$ cat src/rtl/alu_pkg.sv
// Shared ALU definitions: op codes, RV32I opcode constants and the issue entry
// carried from the decoder through the issue buffer to the ALU.
package alu_pkg;

  typedef enum logic [3:0] {
    ALU_ADD  = 4'b0000,
    ALU_SUB  = 4'b0001,
    ALU_AND  = 4'b0010,
    ALU_OR   = 4'b0011,
    ALU_XOR  = 4'b0100,
    ALU_SLL  = 4'b0101,
    ALU_SRL  = 4'b0110,
    ALU_SRA  = 4'b0111,
    ALU_SLT  = 4'b1000,
    ALU_SLTU = 4'b1001
  } alu_op_e;

  localparam logic [6:0] OPC_OP     = 7'b0110011;
  localparam logic [6:0] OPC_OP_IMM = 7'b0010011;
  localparam logic [6:0] OPC_LUI    = 7'b0110111;
  localparam logic [6:0] OPC_AUIPC  = 7'b0010111;

  localparam logic [6:0] F7_BASE = 7'b0000000;
  localparam logic [6:0] F7_ALT  = 7'b0100000;

  typedef struct packed {
    logic [31:0] a;
    logic [31:0] b;
    alu_op_e     op;
    logic [4:0]  rd;
    logic        illegal;
  } issue_entry_t;

  // Base funct3 mapping shared by OP and OP-IMM; SUB/SRA are chosen by funct7.
  function automatic alu_op_e f3_op(input logic [2:0] f3);
    case (f3)
      3'b000:  f3_op = ALU_ADD;
      3'b001:  f3_op = ALU_SLL;
      3'b010:  f3_op = ALU_SLT;
      3'b011:  f3_op = ALU_SLTU;
      3'b100:  f3_op = ALU_XOR;
      3'b101:  f3_op = ALU_SRL;
      3'b110:  f3_op = ALU_OR;
      default: f3_op = ALU_AND;
    endcase
  endfunction

endpackage

$ cat src/rtl/alu_issue_dec.sv
// Combinational RV32I ALU decoder producing one issue entry.
// LUI/AUIPC are decoded only when ALU_ISSUE_UPPER_EN is defined.
module alu_issue_dec
  import alu_pkg::*;
(
  input  logic [31:0]  instr,
  input  logic [31:0]  pc,
  input  logic [31:0]  rs1,
  input  logic [31:0]  rs2,
  output issue_entry_t ent
);

  logic [6:0]  opcode;
  logic [2:0]  f3;
  logic [6:0]  f7;
  logic        legal;
  alu_op_e     op;
  logic [31:0] a;
  logic [31:0] b;

  assign opcode = instr[6:0];
  assign f3     = instr[14:12];
  assign f7     = instr[31:25];

  always_comb begin
    legal = 1'b0;
    op    = f3_op(f3);
    a     = rs1;
    b     = rs2;
    case (opcode)
      OPC_OP: begin
        case (f3)
          3'b000: begin
            legal = (f7 == F7_BASE) || (f7 == F7_ALT);
            if (f7 == F7_ALT) op = ALU_SUB;
          end
          3'b101: begin
            legal = (f7 == F7_BASE) || (f7 == F7_ALT);
            if (f7 == F7_ALT) op = ALU_SRA;
          end
          default: legal = (f7 == F7_BASE);
        endcase
      end
      OPC_OP_IMM: begin
        b = {{20{instr[31]}}, instr[31:20]};
        case (f3)
          3'b001: begin
            b     = {27'b0, instr[24:20]};
            legal = (f7 == F7_BASE);
          end
          3'b101: begin
            b     = {27'b0, instr[24:20]};
            legal = (f7 == F7_BASE) || (f7 == F7_ALT);
            if (f7 == F7_ALT) op = ALU_SRA;
          end
          default: legal = 1'b1;
        endcase
      end
`ifdef ALU_ISSUE_UPPER_EN
      OPC_LUI: begin
        legal = 1'b1;
        op    = ALU_ADD;
        a     = '0;
        b     = {instr[31:12], 12'b0};
      end
      OPC_AUIPC: begin
        legal = 1'b1;
        op    = ALU_ADD;
        a     = pc;
        b     = {instr[31:12], 12'b0};
      end
`endif
      default: legal = 1'b0;
    endcase
  end

  // Illegal entries still travel through the buffer so the ALU side can trap in order.
  always_comb begin
    ent.a       = legal ? a : '0;
    ent.b       = legal ? b : '0;
    ent.op      = legal ? op : ALU_ADD;
    ent.rd      = instr[11:7];
    ent.illegal = !legal;
  end

`ifndef ALU_ISSUE_UPPER_EN
  logic unused_upper;
  assign unused_upper = ^{pc, instr[19:15]};
`else
  logic unused_rs1_field;
  assign unused_rs1_field = ^instr[19:15];
`endif

endmodule

$ cat src/rtl/alu_issue.sv
// ALU issue stage: decodes an RV32I ALU instruction and holds it in a
// two-entry (output + skid) buffer. Optional LUI/AUIPC via ALU_ISSUE_UPPER_EN.
module alu_issue
  import alu_pkg::*;
#(
  parameter int XLEN = 32  // only 32 is supported
) (
  input  logic            clk,
  input  logic            reset,
  input  logic            InValid,
  output logic            InReady,
  input  logic [31:0]     Instr,
  input  logic [XLEN-1:0] PC,
  input  logic [XLEN-1:0] RS1Data,
  input  logic [XLEN-1:0] RS2Data,
  input  logic            Flush,
  output logic            OutValid,
  input  logic            OutReady,
  output logic [XLEN-1:0] A,
  output logic [XLEN-1:0] B,
  output logic [3:0]      ALUOp,
  output logic [4:0]      Rd,
  output logic            Illegal
);

  // Handshake: a beat moves on a rising edge when valid and ready are both 1;
  // a valid beat's payload is held unchanged until it moves, and ready never
  // depends combinationally on valid (InReady comes straight from a flop).

  issue_entry_t dec_ent;
  issue_entry_t out_q;
  issue_entry_t skid_q;
  logic         out_v;
  logic         skid_v;
  logic         in_rdy;
  logic         take;

  alu_issue_dec u_dec (
    .instr (Instr),
    .pc    (PC),
    .rs1   (RS1Data),
    .rs2   (RS2Data),
    .ent   (dec_ent)
  );

  assign take = InValid && in_rdy;

  // in_rdy always equals !skid_v; kept as its own flop so InReady is registered.
  always_ff @(posedge clk) begin
    if (reset) begin
      out_q  <= '0;
      skid_q <= '0;
      out_v  <= 1'b0;
      skid_v <= 1'b0;
      in_rdy <= 1'b1;
    end else if (Flush) begin
      out_q  <= '0;
      skid_q <= '0;
      out_v  <= 1'b0;
      skid_v <= 1'b0;
      in_rdy <= 1'b1;
    end else if (!out_v || OutReady) begin
      if (skid_v) begin
        out_q  <= skid_q;
        out_v  <= 1'b1;
        skid_v <= 1'b0;
        in_rdy <= 1'b1;
      end else begin
        out_v <= take;
        if (take) out_q <= dec_ent;
      end
    end else if (take) begin
      skid_q <= dec_ent;
      skid_v <= 1'b1;
      in_rdy <= 1'b0;
    end
  end

  assign InReady  = in_rdy;
  assign OutValid = out_v;
  assign A        = out_q.a;
  assign B        = out_q.b;
  assign ALUOp    = out_q.op;
  assign Rd       = out_q.rd;
  assign Illegal  = out_q.illegal;

endmodule

$ cat config.mk
export PLATFORM = sky130hd
export DESIGN_NAME = alu_issue
export DESIGN_NICKNAME = d
export VERILOG_FILES = /design/src/rtl/alu_pkg.sv /design/src/rtl/alu_issue_dec.sv /design/src/rtl/alu_issue.sv
export SDC_FILE = /design/constraint.sdc
export NUM_CORES = 1
export LEC_CHECK = 0
export BUFFER_PORTS_ARGS = -buffer_cell sky130_fd_sc_hd__buf_2
export CAP_MARGIN = 20
export CORE_UTILIZATION = 40
export CTS_BUF_LIST = sky130_fd_sc_hd__clkbuf_8 sky130_fd_sc_hd__clkbuf_16
export CTS_CLUSTER_SIZE = 12
export DETAILED_ROUTE_END_ITERATION = 8
export GPL_ROUTABILITY_DRIVEN = 0
export GPL_TIMING_DRIVEN = 0
export PLACE_DENSITY = 0.67
export SLEW_MARGIN = 0
export SYNTH_ARGS = -nofsm -noshare
export SYNTH_HDL_FRONTEND = slang
export SYNTH_SLANG_ARGS = --single-unit
$ cat constraint.sdc
create_clock -name clk -period 2.42 [get_ports clk]
set_input_delay 0.484 -clock clk [delete_from_list [all_inputs] [get_ports clk]]
set_output_delay 0.484 -clock clk [all_outputs]
set_load 0.005 [all_outputs]
### Yosys cells after proc, flatten, opt, wreduce, memory -nomap -nowiden

Index checks and enable logic that the tools add are counted.

* equal/unequal tests: 10
* muxes and demuxes: 20
* bitwise operators: 1
* reduce and logical (&&, ||, !) cells: 16

Operator list (number)
* $mux W74: 2
* $mux W32: 4
* $pmux W4 S7: 1
* $mux W4: 4
* $pmux W4 S2: 2
* $eq A7 B6 Y1 const B: 2
* $eq A3 B3 Y1 const B: 3
* $eq A7 B5 Y1 const B: 1
* $logic_not A7 Y1: 1
* $eq A3 B2 Y1 const B: 2
* $reduce_and A2 Y1: 3
* $reduce_or A2 Y1: 3
* $mux W1: 5
* $pmux W1 S2: 2
* $reduce_bool A2 Y1: 2
* $eq A3 B1 Y1 const B: 1
* $logic_not A3 Y1: 1
* $reduce_or A3 Y1: 1
* $logic_not A1 Y1: 2
* $logic_or A1 B1 Y1: 2
* $ne A2 B2 Y1 const B: 1
* $logic_and A1 B1 Y1: 1
* $not A1 Y1: 1

* flip-flop bits (word level): 151
* output and inout bits: 76

### Depth between registers and ports, before layout

Gate-level depths: netlist of run 1.

* word-level depth: 8
* depth in mapped cells: 9

### By module

From an unflattened synthesis of run 1, not the netlist that was laid out.

* cells, all modules: 828
* area, all modules: 7390.8 µm²

Modules (own cells, without submodules)
* alu_issue: times used 1, cells an instance 675, area each 6368.6 µm², sequential area each 3022.9 µm²
* alu_issue_dec: times used 1, cells an instance 153, area each 1022.2 µm², sequential area each 0.0 µm²

### Worst setup path before layout of run 1

No wires, ideal clock.

* path kind: input port to flip-flop
* start: in Instr[13]
* end: reg skid_q[63] (netlist bit)
* setup time: 117 ps
* arrival time: 1841 ps
* slack: 462 ps
* cell stages on the path: 9
* buffers on the path: 4
* cells stage by stage: buf_6 nand2b_4 buf_6 nor3b_2 nor3_1 and2_4 buf_6 buf_6 a22o_1

* cells in the longest elaborated chain, start to end: 5
* elaborated cells between the ends (all ways): 8
* classes of those cells: eq/ne (2); mux (4); reduce/logical (2)

RTL lines
* from (decl): RTL line alu_issue.sv:12 `input logic [31:0] Instr,`
* $eq A3 B3 Y1 or $logic_not A3 Y1 (tied branches): RTL line alu_issue_dec.sv:32, alu_issue_dec.sv:46
* $reduce_or A2 Y1 (no line)
* $mux W1
* $pmux W1 S2 (*): RTL line alu_issue_dec.sv:30 `case (opcode)`
* $mux W32 (*): RTL line alu_issue_dec.sv:79 `ent.a = legal ? a : '0;`
* to (signal assigned): RTL line alu_issue.sv:73 `skid_q <= dec_ent;`
* to (decl): RTL line alu_issue.sv:32 `issue_entry_t skid_q;`

Mark *: on every way between the ends. The rest lies on a longest branch, timed or not.
A chain may end at the register's enable or synchronous reset.

### Worst setup path in the final report of run 1

* start: reg out_v (netlist: OutValid)
* end: reg skid_q[72] (netlist bit)

* cells in the longest elaborated chain, start to end: 4

RTL lines
* from (decl): RTL line alu_issue.sv:33 `logic out_v;`
* from (signal assigned): RTL line alu_issue.sv:69 `out_v <= take;`
* $logic_not A1 Y1: RTL line alu_issue.sv:62 `end else if (!out_v || OutReady) begin`
* $logic_or A1 B1 Y1: RTL line alu_issue.sv:62
* $not A1 Y1 (no line)
* $reduce_and A2 Y1 (no line)

Every way passes these cells.

==> flow_summary.ini, run 1 <==
[synthesis]
synth.top_cell.area_share_pct = 51.5
synth_area_leaders = dfxtp_1, o21ai_0, a221oi_1, a22o_1, nor2_1
synth_seq_area_share_pct = 51.5
synth-edff-count = 0
synthMostInstantiatedCell = dfxtp_1
ys_async_sr_fraction_pct = 0
ys_warn_count = 0
syn_inst = 643
syn_area_per_cell_um2 = 9.12
ys_types = 40
synth_commonest_cells = dfxtp_1, nor2_1, o21ai_0
synth_top_cell_by_area = dfxtp_1
synth_flop_cell = dfxtp_1
synth_seq_cells = 151
netlist_area_um2 = 5870
syn_nets = 776

[placed_design]
hpwl_um = 12100
io_buffers = 168
pre_cts_slack_ns = -0.258
dp_cells = 991
placed_cell_area_um2 = 6930

[sta]
rsz0062_at_grt = false
drv_slew = 0
hold_viol_final = 0
tightest_slew_ns = 0.704
holdWs_ns = 0.284
skew_ns = 0.00564
fin_crit_sh_pct = 89.4
maxSlewHeadroom_pct = 52.9
setup_viol = 0
fmax_mhz = 462
timing.final.ws_setup_ns = 0.256
finalCriticalPeriod_ns = 2.16

[power_and_ir_drop]
pwr-share-clk_pct = 46.7
p_seq_share_pct = 46.2
ir_drop_mv = 0.495
pwr-share-comb_pct = 7.1
switching_power_uw = 1280
p_per_area_nw_per_um2 = 730
cellLeakagePower_uw = 0.00326
switching_share_pct = 23.4
internal-power_uw = 4200

[worst_setup_path]
startpoint_type = flop
critPathSlowestCell = nor2_2
r2r_start = OutValid
critPathCaptureType = flop
worstPathCellList = nand2b_1 -> nor2_2 -> nor2_1 -> buf_2 -> buf_1 -> a22o_1
crit_family = simple AND/OR/NAND/NOR gates
critPathRequiredTime_ns = 2.73
worstPathArrival_ns = 2.47
crit_fanout = 10
critPathLaunch = OutValid
cpPeakStageDelay_ns = 0.41
worstSetupPathType = flop to flop
cp.buffers_inverters = 2

[detailed_routing]
viasPerCell = 5.43
wl_um = 16900
dr.pass1.iters = 4
antenna_left = 0
drc_errors = 0
wire_per_inst_um = 16.5
route.vias.total = 5552
dr.first_iter.drc_count = 474

[clock_tree]
hold_buffers = 0
cts_tree = yes
cts_made_buffers = 17
insertion_delay_ns = 0.42
htree_levels = 4
clockBufferDepth = 2
clk_pin_slew_ns = 0.06
clock_sinks = 151
cts-root-buf = clkbuf_16
cts_setup_buffers = 0

[worst_hold_path]
hold_path.class = input port to flop
worstHoldStart = RS1Data[26]

[grt]
grtUsageTotal_pct = 22.9
grt_max_degree = 17
antenna_found_initial = 0
grt_pass1_wl_um = 26400
grt_remaining_overflow = 0
first_global_vias = 5030

[die]
coreArea_um2 = 14100
rows = 43
boundaryPins = 209
die_h_um = 123
initial_utilization_pct = 41.6
die_area_um2 = 15200
die_w_um = 123

[cells_and_area]
fin_area_um2 = 7510
final_nets = 963
synthToLayoutAreaGrowth_pct = 28.1
multi_input_area_um2 = 2570
n_antenna_cell = 0
final_cells = 1023
final_layout_size_suffix_gt1_share_pct = 27.0
seqCellArea_um2 = 3020
final_util_pct = 53.3
fill_cells = 1352

[status]
status = complete, no violations

[run]
drv_cap = 0
## timing repair
action | 4_1_cts | 5_1_grt
endpoints found under the hold margin | 0 | 0
resized for setup | 0 | 2
setup endpoints to repair | 0 | 27
## layout by cell type (no fill, tap or decap), types with 6 or more instances in the layout
master / synthesis / final
o31ai_1: 7 / 7
buf_2: 11 / 179
dfxtp_1: 151 / 151
a32oi_1: 6 / 6
and3_1: 30 / 30
clkbuf_1: 40 / 40
o21ai_0: 72 / 72
nand3_1: 8 / 8
o22ai_1: 21 / 21
a22o_1: 39 / 39
a221oi_1: 40 / 40
nand2_1: 48 / 48
nor2_1: 76 / 75
nor2b_1: 6 / 6
a21oi_1: 38 / 38
clkbuf_16: 0 / 17
## final cells by class
type | count | share of cell area, %
well taps | 180 | 3.00
clock buffers | 18 | 5.84
clock inverters | 14 | 1.81
repair buffers | 168 | 11.2
flip-flops and latches | 151 | 40.2
inverters | 1 | 0.0500
plain buffers | 60 | 3.68
multi-input cells | 431 | 34.2
## power by group through the flow
stage	combinational [uW]	clock (uW)	sequential, uW
after floorplan	194	0	2590
after global placement	390	0	2590
after detailed placement	390	0	2590
after CTS	392	2600	2530
after global routing	439	2720	2530
final	391	2560	2530
## routing by layer
metal | vias up | track usage [%] | routed length, um
li1 | 2755 | - | -
met1 | 2582 | 32.1 | 8170
met2 | 202 | 34.9 | 7410
met3 | 13 | 5.95 | 1140
met4 | 0 | 6.10 | 153
met5 | - | 0 | 0
## cells by family after synthesis
group	Yosys count	share of synthesized area (%)
compound gates	234	26.7
simple gates	186	15.0
flops	151	51.5
buf+inv	61	4.78
mux	10	1.81
xor+xnor	1	0.149
## sequential cells by signal, indices dropped and copies added, names as in the netlist
| register | count |
|---|---|
| Illegal | 1 |
| skid_v | 1 |
| OutValid | 1 |
| A | 32 |
| skid_q | 74 |
| Rd | 5 |
| B | 32 |
| InReady | 1 |
| ALUOp | 4 |
## worst paths after layout
path	end	slack [ns]	depth (start not counted)
setup / recovery	skid_q[72]	0.26	6
hold / removal	skid_q[68]	0.28	2
setup reg to reg	skid_q[72]	0.26	6
hold reg to reg	skid_q[37]	0.44	2
## metrics by stage
step / total power, uW / TNS, ns
2_1_floorplan: 2780 / 0
3_3_place_gp: 2980 / -5.48
3_5_place_dp: 2980 / -5.73
4_1_cts: 5520 / 0
5_1_grt: 5690 / 0
6_report: 5490 / 0
Note: power is estimated with default switching activity, not from simulation.
==> run 2, diff against run 1 <==
--- a/config.mk
+++ b/config.mk
@@ -5,15 +5,14 @@
 export SDC_FILE = /design/constraint.sdc
 export NUM_CORES = 1
 export LEC_CHECK = 0
-export BUFFER_PORTS_ARGS = -buffer_cell sky130_fd_sc_hd__buf_2
 export CAP_MARGIN = 20
 export CORE_UTILIZATION = 40
-export CTS_BUF_LIST = sky130_fd_sc_hd__clkbuf_8 sky130_fd_sc_hd__clkbuf_16
+export CTS_BUF_LIST = sky130_fd_sc_hd__clkbuf_8
 export CTS_CLUSTER_SIZE = 12
 export DETAILED_ROUTE_END_ITERATION = 8
+export DONT_BUFFER_PORTS = 1
 export GPL_ROUTABILITY_DRIVEN = 0
 export GPL_TIMING_DRIVEN = 0
-export PLACE_DENSITY = 0.67
 export SLEW_MARGIN = 0
 export SYNTH_ARGS = -nofsm -noshare
 export SYNTH_HDL_FRONTEND = slang
==> run 2 against run 1 <==
  * Clock power shrank 28%
  * Cell area down 14%
  * Register-to-register slack got worse by 0.02 ns
  * Combinational power is 30% lower
  * Routed wire length rose by 0.46%
  * Sequential power barely moved
  * Power fell by 15%
==> flow_summary.ini, run 2 (synthesized netlist as in run 1, its figures left out) <==
[die]
die_h_um = 123
die_area_um2 = 15200
coreArea_um2 = 14100
initial_utilization_pct = 41.6
die_w_um = 123
rows = 43
boundaryPins = 209

[clock_tree]
cts_tree = yes
hold_buffers = 0
htree_levels = 4
cts_resized = 0
insertion_delay_ns = 0.45
cts_made_buffers = 17
clock_sinks = 151
clockBufferDepth = 2
cts-root-buf = clkbuf_8
cts_setup_buffers = 0
clk_pin_slew_ns = 0.08

[worst_setup_path]
critPathSlowestCell = dfxtp_1
worstPathArrival_ns = 2.53
cp.buffers_inverters = 2
worstPathCellList = nand2b_1 -> nor2_2 -> nor2_1 -> buf_2 -> buf_1 -> a22o_1
cpPeakStageDelay_ns = 0.41
critPathCaptureType = flop
startpoint_type = flop
crit_fanout = 10
worstSetupPathType = flop to flop
r2r_slack_ns = 0.24
reg2reg_to = skid_q[71]
crit_family = simple AND/OR/NAND/NOR gates
r2r_start = OutValid
r2r_cells = 6
critPathRequiredTime_ns = 2.76

[cells_and_area]
fin_area_um2 = 6470
final_layout_size_suffix_gt1_share_pct = 8.62
largest_reg_flops = 74
final_common_cell = dfxtp_1
final_nets = 795
top_register = skid_q
final_cell_mix = dfxtp_1, nor2_1, o21ai_0
fill_cells = 1383
synthToLayoutAreaGrowth_pct = 10.3
n_antenna_cell = 0

[power_and_ir_drop]
total_power_uw = 4650
ir_drop_mv = 0.337
p_per_area_nw_per_um2 = 718
cellLeakagePower_uw = 0.00240

[detailed_routing]
viasPerCell = 5.88
dr.first_iter.drc_count = 281
route.vias.total = 5014
drc_errors = 0
wl_um = 17000
dr.pass1.iters = 5
antenna_left = 0
wire_per_inst_um = 19.9

[placed_design]
io_buffers = 0
hpwl_um = 12100
placed_cell_area_um2 = 6090
pre_cts_slack_ns = -0.0842

[worst_hold_path]
holdPathStages = 1
hold_path.class = input port to flop
min_to = skid_q[72]
worstHoldStart = RS1Data[30]

[sta]
tightest_slew_ns = 0.709
drv_slew = 0
setup_viol = 0
timing.final.ws_setup_ns = 0.236
rsz0062_at_grt = false
maxSlewHeadroom_pct = 52.6
hold_viol_final = 0
fmax_mhz = 458
finalCriticalPeriod_ns = 2.18
fin_crit_sh_pct = 90.2
skew_ns = 0.0102
holdWs_ns = 0.159

[status]
status = complete, no violations

[grt]
first_global_vias = 4859
grt_max_degree = 17
grt_pass1_wl_um = 26000
grt_remaining_overflow = 0
grtUsageTotal_pct = 22.8
antenna_found_initial = 0

[run]
drv_cap = 0
## run 2: cell types whose count changed in the layout (fill, tap and decap cells not counted), sizes merged
| cell | delta |
|---|---|
| buf | -168 |
| inv | -1 |
| clkinv | -1 |
| clkbuf | +1 |
| clkinvlp | -1 |
## run 2: layout make-up
cell class                      count  area [um2]  share of cell area (%)
Buffer                             60         277                    4.27
Inverter                            1        3.75                  0.0580
Sequential cell                   151        3020                    46.7
Tap cell                          180         225                    3.48
Clock inverter                     11         111                    1.72
Multi-Input combinational cell    431        2570                    39.7
Clock buffer                       19         262                    4.04
## run 2: stage by stage
step                std cells  util (%)  TNS, ns
floorplan                 643         -        0
global placement          823      43.2   -0.110
detailed placement        823      43.2   -0.325
CTS                       853      45.9        0
global route              853      45.9        0
finish                    853      45.9        0
## run 2: where the power goes
| group | switching, uW | internal, uW | leakage, uW |
|---|---|---|---|
| sequential | 24.4 | 2510 | 0.00122 |
| combinational | 188 | 84.4 | 0.000976 |
| clock | 891 | 945 | 0.000201 |
| total | 1100 | 3540 | 0.00240 |
## run 2: metal layers
layer	up-vias	global-route usage (%)	part of all wire [%]
met5	-	0	0
met4	0	7.45	0.86
met3	11	9.36	8.8
met2	182	37.6	48
met1	2421	26.9	42
li1	2400	-	-
## run 2: worst reg2reg max path, stage by stage, from the launching register on
cell and delay, ns:
dfxtp_1 0.41, nand2b_1 0.24, nor2_2 0.40, nor2_1 0.17, buf_2 0.27, buf_1 0.29
a22o_1 0.30
## run 2: worst max-delay path by stage
stage	cells past startpoint	end	slack (ns)	from
after floorplan	9	skid_q[63]	0.46	Instr[13]
after global placement	6	skid_q[72]	-0.06	OutReady
after detailed placement	6	skid_q[72]	-0.08	OutReady
after CTS	6	skid_q[71]	0.05	OutValid
after global routing	7	skid_q[7]	0.03	OutValid
final	6	skid_q[71]	0.24	OutValid
==> run 3, diff against run 2 <==
--- a/config.mk
+++ b/config.mk
@@ -5,14 +5,15 @@
 export SDC_FILE = /design/constraint.sdc
 export NUM_CORES = 1
 export LEC_CHECK = 0
+export BUFFER_PORTS_ARGS = -buffer_cell sky130_fd_sc_hd__buf_2
 export CAP_MARGIN = 20
 export CORE_UTILIZATION = 40
 export CTS_BUF_LIST = sky130_fd_sc_hd__clkbuf_8
 export CTS_CLUSTER_SIZE = 12
 export DETAILED_ROUTE_END_ITERATION = 8
-export DONT_BUFFER_PORTS = 1
 export GPL_ROUTABILITY_DRIVEN = 0
 export GPL_TIMING_DRIVEN = 0
+export PLACE_DENSITY = 0.67
 export SLEW_MARGIN = 0
 export SYNTH_ARGS = -nofsm -noshare
 export SYNTH_HDL_FRONTEND = slang
==> run 3 against run 2 <==
  * Core utilization increased by 6.0 points
  * Sequential power about the same
  * Non-clock buffer count increased by 168
  * Clock power increased by 2%
  * Clock-buffer cell count decreased by 1
  * Hold slack improved by 0.098 ns
  * Register-to-register slack improved by 0.02 ns
  * Power increased by 3.2%
  * Largest cell class unchanged
  * Largest power group unchanged
  * Highest routed layer unchanged
==> flow_summary.ini, run 3 (synthesized netlist as in run 1, its figures left out) <==
[power_and_ir_drop]
pwr-share-comb_pct = 8.2
pwr-share-clk_pct = 39.1
internal-power_uw = 3600
p_seq_share_pct = 52.7
cellLeakagePower_uw = 0.00317
switching_power_uw = 1200
ir_drop_mv = 0.423
switching_share_pct = 24.9
p_per_area_nw_per_um2 = 655

[status]
status = complete, no violations

[sta]
drv_slew = 0
hold_viol_final = 0
timing.final.ws_setup_ns = 0.261
finalCriticalPeriod_ns = 2.16
tightest_slew_ns = 0.662
fin_crit_sh_pct = 89.2
rsz0062_at_grt = false
holdWs_ns = 0.258
skew_ns = 0.0115
maxSlewHeadroom_pct = 55.7
fmax_mhz = 463
setup_viol = 0

[grt]
grt_remaining_overflow = 0
antenna_found_initial = 0
busiest_layer = met2
grtUsageTotal_pct = 23.0
first_global_vias = 5047
use_met3_pct = 6.09
gr-usage-met1_pct = 32.3
grt_pass1_wl_um = 26600
use_met2_pct = 34.9
grt_max_degree = 17

[cells_and_area]
final_util_pct = 52.0
synthToLayoutAreaGrowth_pct = 24.9
final_nets = 963
final_cells = 1023
final_cell_mix = buf_2, dfxtp_1, nor2_1
final_layout_size_suffix_gt1_share_pct = 27.0
top_register = skid_q
largest_reg_flops = 74
fin_area_um2 = 7320
n_antenna_cell = 0
final_common_cell = buf_2

[die]
die_area_um2 = 15200
coreArea_um2 = 14100
die_h_um = 123
rows = 43
die_w_um = 123
boundaryPins = 209
initial_utilization_pct = 41.6

[clock_tree]
clock_sinks = 151
cts_setup_buffers = 0
cts_made_buffers = 17
clk_pin_slew_ns = 0.08
insertion_delay_ns = 0.45
cts_tree = yes
hold_buffers = 0
htree_levels = 4
clockBufferDepth = 2
cts-root-buf = clkbuf_8

[worst_setup_path]
critPathSlowestCell = nor2_2
cpPeakStageDelay_ns = 0.41
cp.buffers_inverters = 2
critPathRequiredTime_ns = 2.76
worstPathCellList = nand2b_1 -> nor2_2 -> nor2_1 -> buf_2 -> buf_1 -> a22o_1
crit_family = simple AND/OR/NAND/NOR gates
worstPathArrival_ns = 2.50
crit_fanout = 10
worstSetupPathType = flop to flop
startpoint_type = flop
critPathCaptureType = flop

[placed_design]
hpwl_um = 12100
pre_cts_slack_ns = -0.258
io_buffers = 168
placed_cell_area_um2 = 6930
dp_cells = 991

[detailed_routing]
dr.first_iter.drc_count = 489
wl_um = 16900
dr.pass1.iters = 5
viasPerCell = 5.40
antenna_left = 0
drc_errors = 0
route.vias.total = 5528
wire_per_inst_um = 16.5

[worst_hold_path]
hold_path.class = input port to flop

[run]
drv_cap = 0
## run 3: cell types whose count changed in the layout (fill, tap and decap cells not counted), sizes merged
cell      previous run  this run
clkbuf              59        58
buf                 20       188
inv                  4         5
clkinvlp             1         2
clkinv               5         6
## run 3: worst paths after layout
check          endpoint  slack (ns)  cells after the start  startpoint
max          skid_q[72]        0.26                      6    OutValid
max reg2reg  skid_q[72]        0.26                      6    OutValid
min reg2reg  skid_q[38]        0.45                      2  skid_q[38]
min          skid_q[46]        0.26                      2  RS1Data[4]
## run 3: timing repair
| item | CTS | global route |
|---|---|---|
| hold endpoints to repair | 0 | 0 |
| setup endpoints to repair | 0 | 29 |
| resized for setup | 0 | 2 |
## run 3: cell type report
cell class,count,area (um2)
sequential,151,3020
tap,180,225
multi-input combinational,431,2570
inverter,1,3.75
fill,1373,6770
clock inverter,14,136
clock buffer,18,248
timing repair buffer,168,841
buffer,60,277
## run 3: layer usage
metal	part of all wire, %	vias to the layer above
li1	-	2749
met1	48	2573
met2	44	194
met3	6.7	12
met4	0.68	0
met5	0	-
## run 3: through the flow
| stage | power [uW] | setup TNS, ns |
|---|---|---|
| 6_report | 4800 | 0 |
| 4_1_cts | 4830 | 0 |
| 2_1_floorplan | 2780 | 0 |
| 5_1_grt | 5000 | 0 |
| 3_5_place_dp | 2980 | -5.73 |
| 3_3_place_gp | 2980 | -5.48 |
## run 3: worst register-to-register path, cell delays in order, from the launching register on
cell      delay [ns]
dfxtp_1         0.38
nand2b_1        0.22
nor2_2          0.41
nor2_1          0.18
buf_2           0.24
buf_1           0.30
a22o_1          0.32
## run 3: power by group through the flow
stage	registers, uW	logic [uW]	clock network [uW]
3_3_place_gp	2590	390	0
2_1_floorplan	2590	194	0
3_5_place_dp	2590	390	0
4_1_cts	2530	392	1910
6_report	2530	391	1880
5_1_grt	2530	439	2030
